## config.mk

```make
export PLATFORM = sky130hd
export DESIGN_NAME = writeback_unit
export DESIGN_NICKNAME = d
export VERILOG_FILES = /design/src/rtl/riscv_pkg.sv /design/src/rtl/load_formatter.sv /design/src/rtl/writeback_unit.sv
export SDC_FILE = /design/constraint.sdc
export NUM_CORES = 1
export LEC_CHECK = 0
export ABC_AREA = 1
export BUFFER_PORTS_ARGS = -buffer_cell sky130_fd_sc_hd__buf_4
export CAP_MARGIN = 10
export CORE_UTILIZATION = 39
export CTS_BUF_LIST = sky130_fd_sc_hd__clkbuf_4 sky130_fd_sc_hd__clkbuf_8
export CTS_CLUSTER_SIZE = 40
export DETAILED_ROUTE_END_ITERATION = 10
export HOLD_SLACK_MARGIN = 0.03
export PLACE_DENSITY_LB_ADDON = 0.05
export SLEW_MARGIN = 20
export SYNTH_ARGS = -nofsm -noshare
export SYNTH_HDL_FRONTEND = slang
export SYNTH_SLANG_ARGS = --single-unit
```

## constraint.sdc

```tcl
create_clock -name clock -period 2.1 [get_ports clock]
set_clock_uncertainty 0.05 [all_clocks]
set_input_delay 0.315 -clock clock [delete_from_list [all_inputs] [get_ports clock]]
set_output_delay 0.315 -clock clock [all_outputs]
set_load 0.05 [all_outputs]
```

## src/rtl/riscv_pkg.sv

```systemverilog
// Shared constants and types for the writeback stage: datapath widths,
// load funct3 encodings and the writeback source tag used for arbitration.
package riscv_pkg;

  localparam int XLEN   = 32;
  localparam int REG_AW = 5;

  localparam logic [2:0] F3_LB  = 3'b000;
  localparam logic [2:0] F3_LH  = 3'b001;
  localparam logic [2:0] F3_LW  = 3'b010;
  localparam logic [2:0] F3_LBU = 3'b100;
  localparam logic [2:0] F3_LHU = 3'b101;

  typedef enum logic {
    WB_ALU = 1'b0,
    WB_MEM = 1'b1
  } wb_src_e;

endpackage

```

## src/rtl/load_formatter.sv

```systemverilog
// Combinational load data extraction: selects the byte/half/word addressed by
// addr_lo, sign- or zero-extends it, and flags misaligned or illegal loads.
module load_formatter
  import riscv_pkg::*;
(
  input  logic [2:0]      funct3,
  input  logic [1:0]      addr_lo,
  input  logic [XLEN-1:0] rdata,
  output logic [XLEN-1:0] data,
  output logic            fault
);

  logic [7:0]  byte_val;
  logic [15:0] half_val;

  always_comb begin
    byte_val = rdata[7:0];
    case (addr_lo)
      2'd0: byte_val = rdata[7:0];
      2'd1: byte_val = rdata[15:8];
      2'd2: byte_val = rdata[23:16];
      2'd3: byte_val = rdata[31:24];
      default: byte_val = rdata[7:0];
    endcase
    half_val = addr_lo[1] ? rdata[31:16] : rdata[15:0];
  end

  always_comb begin
    data  = '0;
    fault = 1'b0;
    case (funct3)
      F3_LB:  data = {{24{byte_val[7]}}, byte_val};
      F3_LBU: data = {24'b0, byte_val};
      F3_LH: begin
        data  = {{16{half_val[15]}}, half_val};
        fault = addr_lo[0];
      end
      F3_LHU: begin
        data  = {16'b0, half_val};
        fault = addr_lo[0];
      end
      F3_LW: begin
        data  = rdata;
        fault = (addr_lo != 2'b00);
      end
      default: fault = 1'b1;
    endcase
  end

endmodule

```

## src/rtl/writeback_unit.sv

```systemverilog
// Final pipeline stage: round-robin arbitration between ALU and load results
// onto the register bank write port, plus the pending-write scoreboard.
module writeback_unit
  import riscv_pkg::*;
#(
  parameter int XLEN   = riscv_pkg::XLEN,
  parameter int REG_AW = riscv_pkg::REG_AW
) (
  input  logic                     clock,
  input  logic                     reset,
  input  logic                     alu_valid,
  output logic                     alu_ready,
  input  logic [REG_AW-1:0]        alu_rd,
  input  logic [XLEN-1:0]          alu_data,
  input  logic                     mem_valid,
  output logic                     mem_ready,
  input  logic [REG_AW-1:0]        mem_rd,
  input  logic [2:0]               mem_funct3,
  input  logic [1:0]               mem_addr_lo,
  input  logic [XLEN-1:0]          mem_rdata,
  input  logic                     issue_valid,
  input  logic [REG_AW-1:0]        issue_rd,
  output logic                     rf_we,
  output logic [REG_AW-1:0]        rf_sel,
  output logic [XLEN-1:0]          rf_data,
  output logic [(1<<REG_AW)-1:0]   pending,
  output logic                     load_fault
);

  wb_src_e                   rr_last;
  logic                      conflict;
  logic                      alu_fire;
  logic                      mem_fire;
  logic [XLEN-1:0]           fmt_data;
  logic                      fmt_fault;
  logic                      wr_fire;
  logic                      wr_fault;
  logic [REG_AW-1:0]         wr_rd;
  logic [XLEN-1:0]           wr_data;
  logic [(1<<REG_AW)-1:0]    pending_nxt;

  load_formatter u_load_formatter (
    .funct3  (mem_funct3),
    .addr_lo (mem_addr_lo),
    .rdata   (mem_rdata),
    .data    (fmt_data),
    .fault   (fmt_fault)
  );

  // On a conflict the source not granted last time wins; otherwise everyone is ready.
  assign conflict  = alu_valid && mem_valid;
  assign alu_ready = !conflict || (rr_last == WB_MEM);
  assign mem_ready = !conflict || (rr_last == WB_ALU);
  assign alu_fire  = alu_valid && alu_ready;
  assign mem_fire  = mem_valid && mem_ready;

  always_comb begin
    wr_fire  = alu_fire || mem_fire;
    wr_fault = 1'b0;
    wr_rd    = alu_rd;
    wr_data  = alu_data;
    if (mem_fire) begin
      wr_rd    = mem_rd;
      wr_data  = fmt_data;
      wr_fault = fmt_fault;
    end
  end

  // Clear before set so a same-edge issue to the same rd stays pending.
  always_comb begin
    pending_nxt = pending;
    if (wr_fire)
      pending_nxt[wr_rd] = 1'b0;
    if (issue_valid)
      pending_nxt[issue_rd] = 1'b1;
    pending_nxt[0] = 1'b0;
  end

  always_ff @(posedge clock or posedge reset) begin
    if (reset) begin
      rf_we      <= 1'b0;
      rf_sel     <= '0;
      rf_data    <= '0;
      pending    <= '0;
      load_fault <= 1'b0;
      rr_last    <= WB_ALU;
    end else begin
      rf_we      <= wr_fire && !wr_fault && (wr_rd != '0);
      load_fault <= wr_fire && wr_fault;
      pending    <= pending_nxt;
      if (wr_fire) begin
        rf_sel  <= wr_rd;
        rf_data <= wr_data;
      end
      if (conflict)
        rr_last <= alu_fire ? WB_ALU : WB_MEM;
    end
  end

endmodule

```

* Word level (Yosys, flattened, before mapping)
Index checks and enable logic that the tools add are counted.
** Operators by class
- Add/sub/neg operators :: 0
- Multiply operators :: 0
- Div/mod/pow operators :: 0
- $lt $le $gt $ge :: 4
- Equality and inequality tests :: 7
- Shift-type cells :: 0
- Muxes and demuxes :: 14
- Bitwise gates (word level) :: 4
- Reduce and logical (&&, ||, !) cells :: 19
** Operators with widths (count)
- 32-bit case mux with 5 select lines :: 1
- 32-bit 2-to-1 mux :: 3
- 32-bit AND :: 1
- 32-bit NOT :: 1
- 32-bit bitwise OR :: 1
- 8-bit case mux with 4 select lines :: 1
- 16-bit 2-to-1 mux :: 1
- 5-bit by 6-bit less-than comparator with 1-bit output, second input constant :: 2
- 1-bit demux with 5-bit select :: 2
- 5-bit by 1-bit greater-or-equal comparator with 1-bit output, second input constant :: 2
- 1-bit logical AND :: 8
- 3-bit equality test, second input constant :: 2
- 5-bit 2-to-1 mux :: 1
- 5-bit nonzero test :: 1
- 2-bit equality test, second input constant :: 2
- 1-bit 2-to-1 mux :: 4
- 2-bit OR reduction :: 2
- 3-bit by 1-bit equality test with 1-bit output, second input constant :: 1
- 3-bit by 2-bit equality test with 1-bit output, second input constant :: 1
- 3-bit logical NOT :: 1
- 1-bit logical OR :: 3
- 1-bit case mux with 3 select lines :: 1
- 2-bit by 1-bit equality test with 1-bit output, second input constant :: 1
- 1-bit logical NOT :: 2
- other kinds (3) :: 3
** Storage, ports and cells
- Bits in registers :: 71
- Latch bits :: 0
- RAM bits :: 0
- Memory bits (read-only) :: 0
- Input port bits :: 89
- Output and inout bits :: 73
- Word-level logic and storage cells :: 54
- Memories kept :: 0

* Logic depth before layout (Yosys ltp)
- Depth in word-level cells :: 14
- Mapped depth :: 10
- Mapped depth without buffers :: 9

* Cells and area by module
From an unflattened synthesis, not the netlist that was laid out.
** Second synthesis, totals
- Cell total of the unflattened synthesis :: 658
- Area, all modules :: 4239.1 µm²
** Modules (own cells, without submodules)
- writeback_unit :: times used 1, cells an instance 437, area an instance 3308.2 µm²
- load_formatter :: times used 1, cells an instance 221, area an instance 930.9 µm²

* Worst setup path before layout
No wires, ideal clock.
- Path type :: register -> register
- Start point :: register rr_last
- End point :: register pending[11]
- Arrival :: 1.767 ns
- Data required time :: 1.931 ns
- Slack :: 0.164 ns
- Cell stages (with the launch flop) :: 11
- Path buffers :: 1
- Period minus slack after synthesis :: 1.936 ns
- Cell sequence :: dfrtp_1 > nand3_1 > nand2_1 > buf_6 > nand2_2 > nand2_2 > nand2_2 > nor2_2 > nand2_1 > nand2_1 > nand2_1
** On the way
- Word-level cells in the longest chain between the ends :: 13
- Elaborated cells between the ends (all ways) :: 17
** RTL lines
- start, declared :: RTL line writeback_unit.sv:30 : wb_src_e rr_last;
- start signal, assigned :: RTL line writeback_unit.sv:96 : rr_last <= alu_fire ? WB_ALU : WB_MEM;
- 1-bit NOT (*) :: RTL line writeback_unit.sv:53 : assign mem_ready = !conflict || (rr_last == WB_ALU);
- 1-bit logical OR (*) :: RTL line writeback_unit.sv:53
- net mem_ready :: RTL line writeback_unit.sv:16 : output logic mem_ready,
- 1-bit logical AND (*) :: RTL line writeback_unit.sv:55 : assign mem_fire = mem_valid && mem_ready;
- 5-bit 2-to-1 mux :: RTL line writeback_unit.sv:62 : if (mem_fire) begin
- 5-bit by 6-bit less-than comparator with 1-bit output (not written as such) or 5-bit by 1-bit greater-or-equal comparator with 1-bit output (tied branches) :: RTL line writeback_unit.sv:73 : pending_nxt[wr_rd] = 1'b0;
- 1-bit logical AND (not written as such) :: RTL line writeback_unit.sv:73
- 1-bit 2-to-1 mux (not written as such) :: RTL line writeback_unit.sv:73
- 1-bit demux with 5-bit select :: RTL line writeback_unit.sv:73
- 32-bit NOT (no source line)
- 32-bit AND (no source line)
- 32-bit 2-to-1 mux (*) :: RTL line writeback_unit.sv:72 : if (wr_fire)
- 32-bit bitwise OR (no source line)
- 32-bit 2-to-1 mux (*) :: RTL line writeback_unit.sv:74 : if (issue_valid)
- net pending_nxt[11] :: RTL line writeback_unit.sv:40 : logic [(1<<REG_AW)-1:0] pending_nxt;
- end signal, assigned :: RTL line writeback_unit.sv:90 : pending <= pending_nxt;
- end, declared :: RTL line writeback_unit.sv:26 : output logic [(1<<REG_AW)-1:0] pending,
The timed path passes the listed nets; every way through them passes the cells marked *.
A chain may end at the register's enable or synchronous reset.

* Final worst setup path
- Start point :: register rr_last
- End point :: register pending[19]
** On the way
- Word-level cells in the longest chain between the ends :: 13
- Elaborated cells between the ends (all ways) :: 17
** RTL lines (RTL line)
- 1-bit NOT :: writeback_unit.sv:53
- 1-bit logical OR :: writeback_unit.sv:53
- 1-bit logical AND :: writeback_unit.sv:55
- 5-bit 2-to-1 mux :: writeback_unit.sv:62
- 5-bit by 6-bit less-than comparator with 1-bit output (not written as such) or 5-bit by 1-bit greater-or-equal comparator with 1-bit output (tied branches) :: writeback_unit.sv:73
- 1-bit logical AND (not written as such) :: writeback_unit.sv:73
- 1-bit 2-to-1 mux (not written as such) :: writeback_unit.sv:73
- 1-bit demux with 5-bit select :: writeback_unit.sv:73
- 32-bit NOT (no source line)
- 32-bit AND (no source line)
- 32-bit 2-to-1 mux (*) :: writeback_unit.sv:72
- 32-bit bitwise OR (no source line)
- 32-bit 2-to-1 mux (*) :: writeback_unit.sv:74
- net pending_nxt[19] :: writeback_unit.sv:40
Marks and branches as above.

==> impl_results.md <==
- Number of iterations in the first detailed-routing pass: 5
- Switching pwr: 2470 µW
- Post-Route WL: 13.4 mm
- Net count of the finished layout: 893
- Antenna Diode Count: 0
- Data required time of the critical path: 2.30 ns
- Multiplexer area fraction after synthesis: 0%
- Largest cells by area after synthesis: dfrtp_1, nand2_1, o21ai_0
- Crit end category: register
- Power density of the placed cells: 930 nW/µm²
- Final hold slack: 0.215 ns
- Power after layout: 5380 µW
- Clock root buffer master: clkbuf_8
- Clock input transition at the sequential cells of the worst setup and hold paths: 0.08 ns
- Deepest level of the CTS H-tree: 3
- CP max FO: 15
- Leakage power total: 0.00318 µW
- Dominant combinational cell family by area after synthesis: simple AND/OR/NAND/NOR gates
- Yosys warning count: 0
- Instance area after placement: 5580 µm²
- Transition time at the pin with the least slew margin: 0.668 ns
- Height of the die: 106 µm
- CTS Buffer Depth: 2
- Clock insertion delay at the later pin of the skew report: 0.35 ns
- Fraction of final layout cells with drive strength greater than 1: 26.7%
- Post-route design area: 5780 µm²
- Remaining global-route overflow: 0
- Post-synth design cell area: 4220 µm²
- Count of cells along the worst register-to-register path: 8
- Mapped Avg Cell Area: 6.54 µm²
- Data arrival at the endpoint of the critical path: 2.05 ns
- Slowest cell delay on critical path: 0.44 ns
- Unrepaired setup endpoints after global routing: false
- Cell type with the highest aggregate area in the netlist: dfrtp_1
- Fin. Hold Viols: 0
- Number of standard cells after synthesis: 645
- Reg-to-reg startpoint: rr_last
- Total number of placement rows: 37
- Number of global-route vias before repair: 4,285
- Number of cells traversed by the worst hold path: 4
- Hold/Removal Path Class: input pin to register
- Via count: 4,558
- Category of the worst setup path launch point: register
- Slowest-stage cell, CP: dfrtp_1
- Combinational cell fraction of total power: 45.7%
- Library cell appearing most often on the critical path: nand2_1
- Number of top-level pins: 162
- Number of buffers inserted by port buffering: 160
- Antenna violations before repair: 0
- Maximum vdd ir drop: 0.000683 V
- Maximum number of pins on one net before global-route repair: 72
- TritonCTS clock tree: yes
- Result of the run: completed
- Drt wl/cell: 14.2 µm
- Worst Hold End: rr_last
- Via-to-Cell Ratio: 4.82
- Share of power burned in the clock network: 19.7%
- Post-synthesis share of cell area spent on full adders, half adders and majority gates: 0%
- Setup CP Type: register to register
- Hold path start: mem_valid
- Global-route wire length before repair: 21.9 mm
- Number of buffers created by CTS: 9
- Placer congestion estimate: 0.917
- Max-slew headroom: 55.1%
- Number of nets produced by synthesis: 734
- Sink count of the clock tree: 71
- Placed cell count: 928
- Cell-by-cell listing of the critical path: a21oi_4 -> nand2_1 -> nand2_2 -> nand2_2 -> nor2_2 -> nand2_1 -> nand2_1 -> nand2_1
- Switching share of power: 46.0%
- Slew Limit Fails: 0
- Minimum clock period: 1.85 ns
- Final cell count without fillers: 945
- Post-synth cell types: 23
- Capture point of the worst reg-to-reg path: pending[19]
- Setup TNS after final layout: 0 ns
- Proportion of power drawn by flip-flops and latches: 34.6%
- F_max: 540 MHz
- Kind of cell with the highest combined delay on the critical path: simple AND/OR/NAND/NOR gates
- Buffer count from post-CTS setup fixing: 0
- Share of the synthesized area in the top cell type: 42.1%
- Slack of the worst reg-to-reg path: 0.25 ns
- Fill cell instance count of the final layout: 1,061
- Initial Util: 40.5%
- DRC marker count from the first detailed-route iteration: 247
- Final-report setup violation count: 0
- Die Width: 106 µm
- Internal: 2900 µW
- Final critical-path share of the clock period: 88.1%
- Number of gates resized after cts: 0
- DIE AREA: 11,200 µm²
- Synthesis-to-finish area growth: 37.0%
- Remaining antenna violation count: 0
- Post-route DRC violation count: 0
- Area inside the core boundary: 10,400 µm²
- Compound-Gate Fraction of Synth Area: 12.1%
- Number of buffers and inverters on the critical path: 0
- Placed wire-length estimate after detailed placement: 10.0 mm
- Number of buffers inserted by hold repair at cts: 1
- Simple logic cell fraction of the synthesized area: 37.4%
- Global-route usage over all layers: 24.9%
- Area share of xor/xnor cells in the synthesized design: 0%
- Number of max-capacitance violations reported: 0
- Sequential fraction of the synthesis area: 42.1%
- Number of synthesized register bits: 71
-- tightest hold or removal path, delay by kind of cell --
kind | cells | cell delay, ns
and+or+nand+nor | 3 | 0.15
buffers and inverters | 1 | 0.11
-- placed cells by master (no fill, tap or decap) --
cell / Yosys / final
nor3_1: 9 / 9
o211ai_1: 2 / 2
clkbuf_4: 0 / 1
dlygate4sd3_1: 0 / 1
nor2_4: 4 / 4
a21oi_4: 1 / 1
o21ai_1: 1 / 1
o21ai_0: 56 / 56
inv_1: 54 / 53
inv_2: 2 / 2
o21ai_2: 2 / 2
conb_1: 1 / 1
buf_4: 2 / 171
nand3_1: 17 / 17
nor2_1: 29 / 29
dfrtp_1: 71 / 71
o21bai_1: 1 / 1
nor2_2: 9 / 9
nand2_2: 8 / 8
clkinv_2: 0 / 1
nand2_1: 317 / 317
clkinv_1: 1 / 1
clkinvlp_4: 0 / 2
clkbuf_8: 0 / 11
a21oi_1: 34 / 34
clkinv_4: 0 / 2
buf_12: 0 / 2
-- registers in the layout (all words and copies together) (netlist names) --
name        count
rf_sel          5
pending        31
rf_data        32
load_fault      1
rr_last         1
rf_we           1
-- layer usage --
| layer | part of all wire [%] | track usage (%) | vias to the layer above |
|---|---|---|---|
| li1 | - | - | 2310 |
| met3 | 5.8 | 4.48 | 10 |
| met5 | 0 | 0 | - |
| met2 | 44 | 37.7 | 148 |
| met1 | 49 | 36.5 | 2090 |
| met4 | 0.99 | 6.65 | 0 |
-- cell usage after synthesis (all sizes together) --
library cell,count
a21oi,35
o21bai,1
nand2,325
clkbuf,11
nor3,9
buf,15
dfrtp,71
o21ai,59
nand3,17
clkinv,1
conb,1
nor2,42
o211ai,2
inv,56
-- stage by stage --
step,utilization (%),setup slack [ns]
2_1_floorplan,-,0.164
3_3_place_gp,53.6,0.248
3_5_place_dp,53.6,0.233
4_1_cts,55.5,0.267
5_1_grt,55.5,0.0669
6_report,55.5,0.249
-- area by class of cell --
cell class / count / area (µm²) / area share (%)
Clock buffer: 12 / 159 / 2.75
Clock inverter: 4 / 30.0 / 0.519
Inverter: 57 / 218 / 3.76
Multi-Input combinational cell: 491 / 2100 / 36.2
Sequential cell: 71 / 1780 / 30.7
Tap cell: 136 / 170 / 2.94
Timing Repair Buffer: 174 / 1330 / 23.1
-- power by group through the flow --
stage	registers [µW]	logic (µW)	clock network, µW
2_1_floorplan	2900	580	0
3_3_place_gp	1880	2440	0
3_5_place_dp	1880	2460	0
4_1_cts	1860	2470	1080
5_1_grt	1900	2630	1140
6_report	1860	2460	1060
-- worst max-delay path by stage --
| stage | start | to | slack (ns) | cells after the start |
|---|---|---|---|---|
| 2_1_floorplan | rr_last | pending[11] | 0.16 | 10 |
| 3_3_place_gp | alu_valid | pending[16] | 0.25 | 9 |
| 3_5_place_dp | alu_valid | pending[20] | 0.23 | 9 |
| 4_1_cts | rr_last | pending[20] | 0.27 | 8 |
| 5_1_grt | rr_last | pending[4] | 0.07 | 8 |
| 6_report | rr_last | pending[19] | 0.25 | 8 |
-- cells by family (layout without fill, tap and decap cells) --
| family | count (synthesis) | after routing |
|---|---|---|
| and+or+nand+nor | 393 | 393 |
| AOI/OAI and AO/OA | 97 | 97 |
| buffers and inverters | 83 | 247 |
| DFF | 71 | 71 |
| other | 1 | 1 |
(Power assumes the default switching activity.)
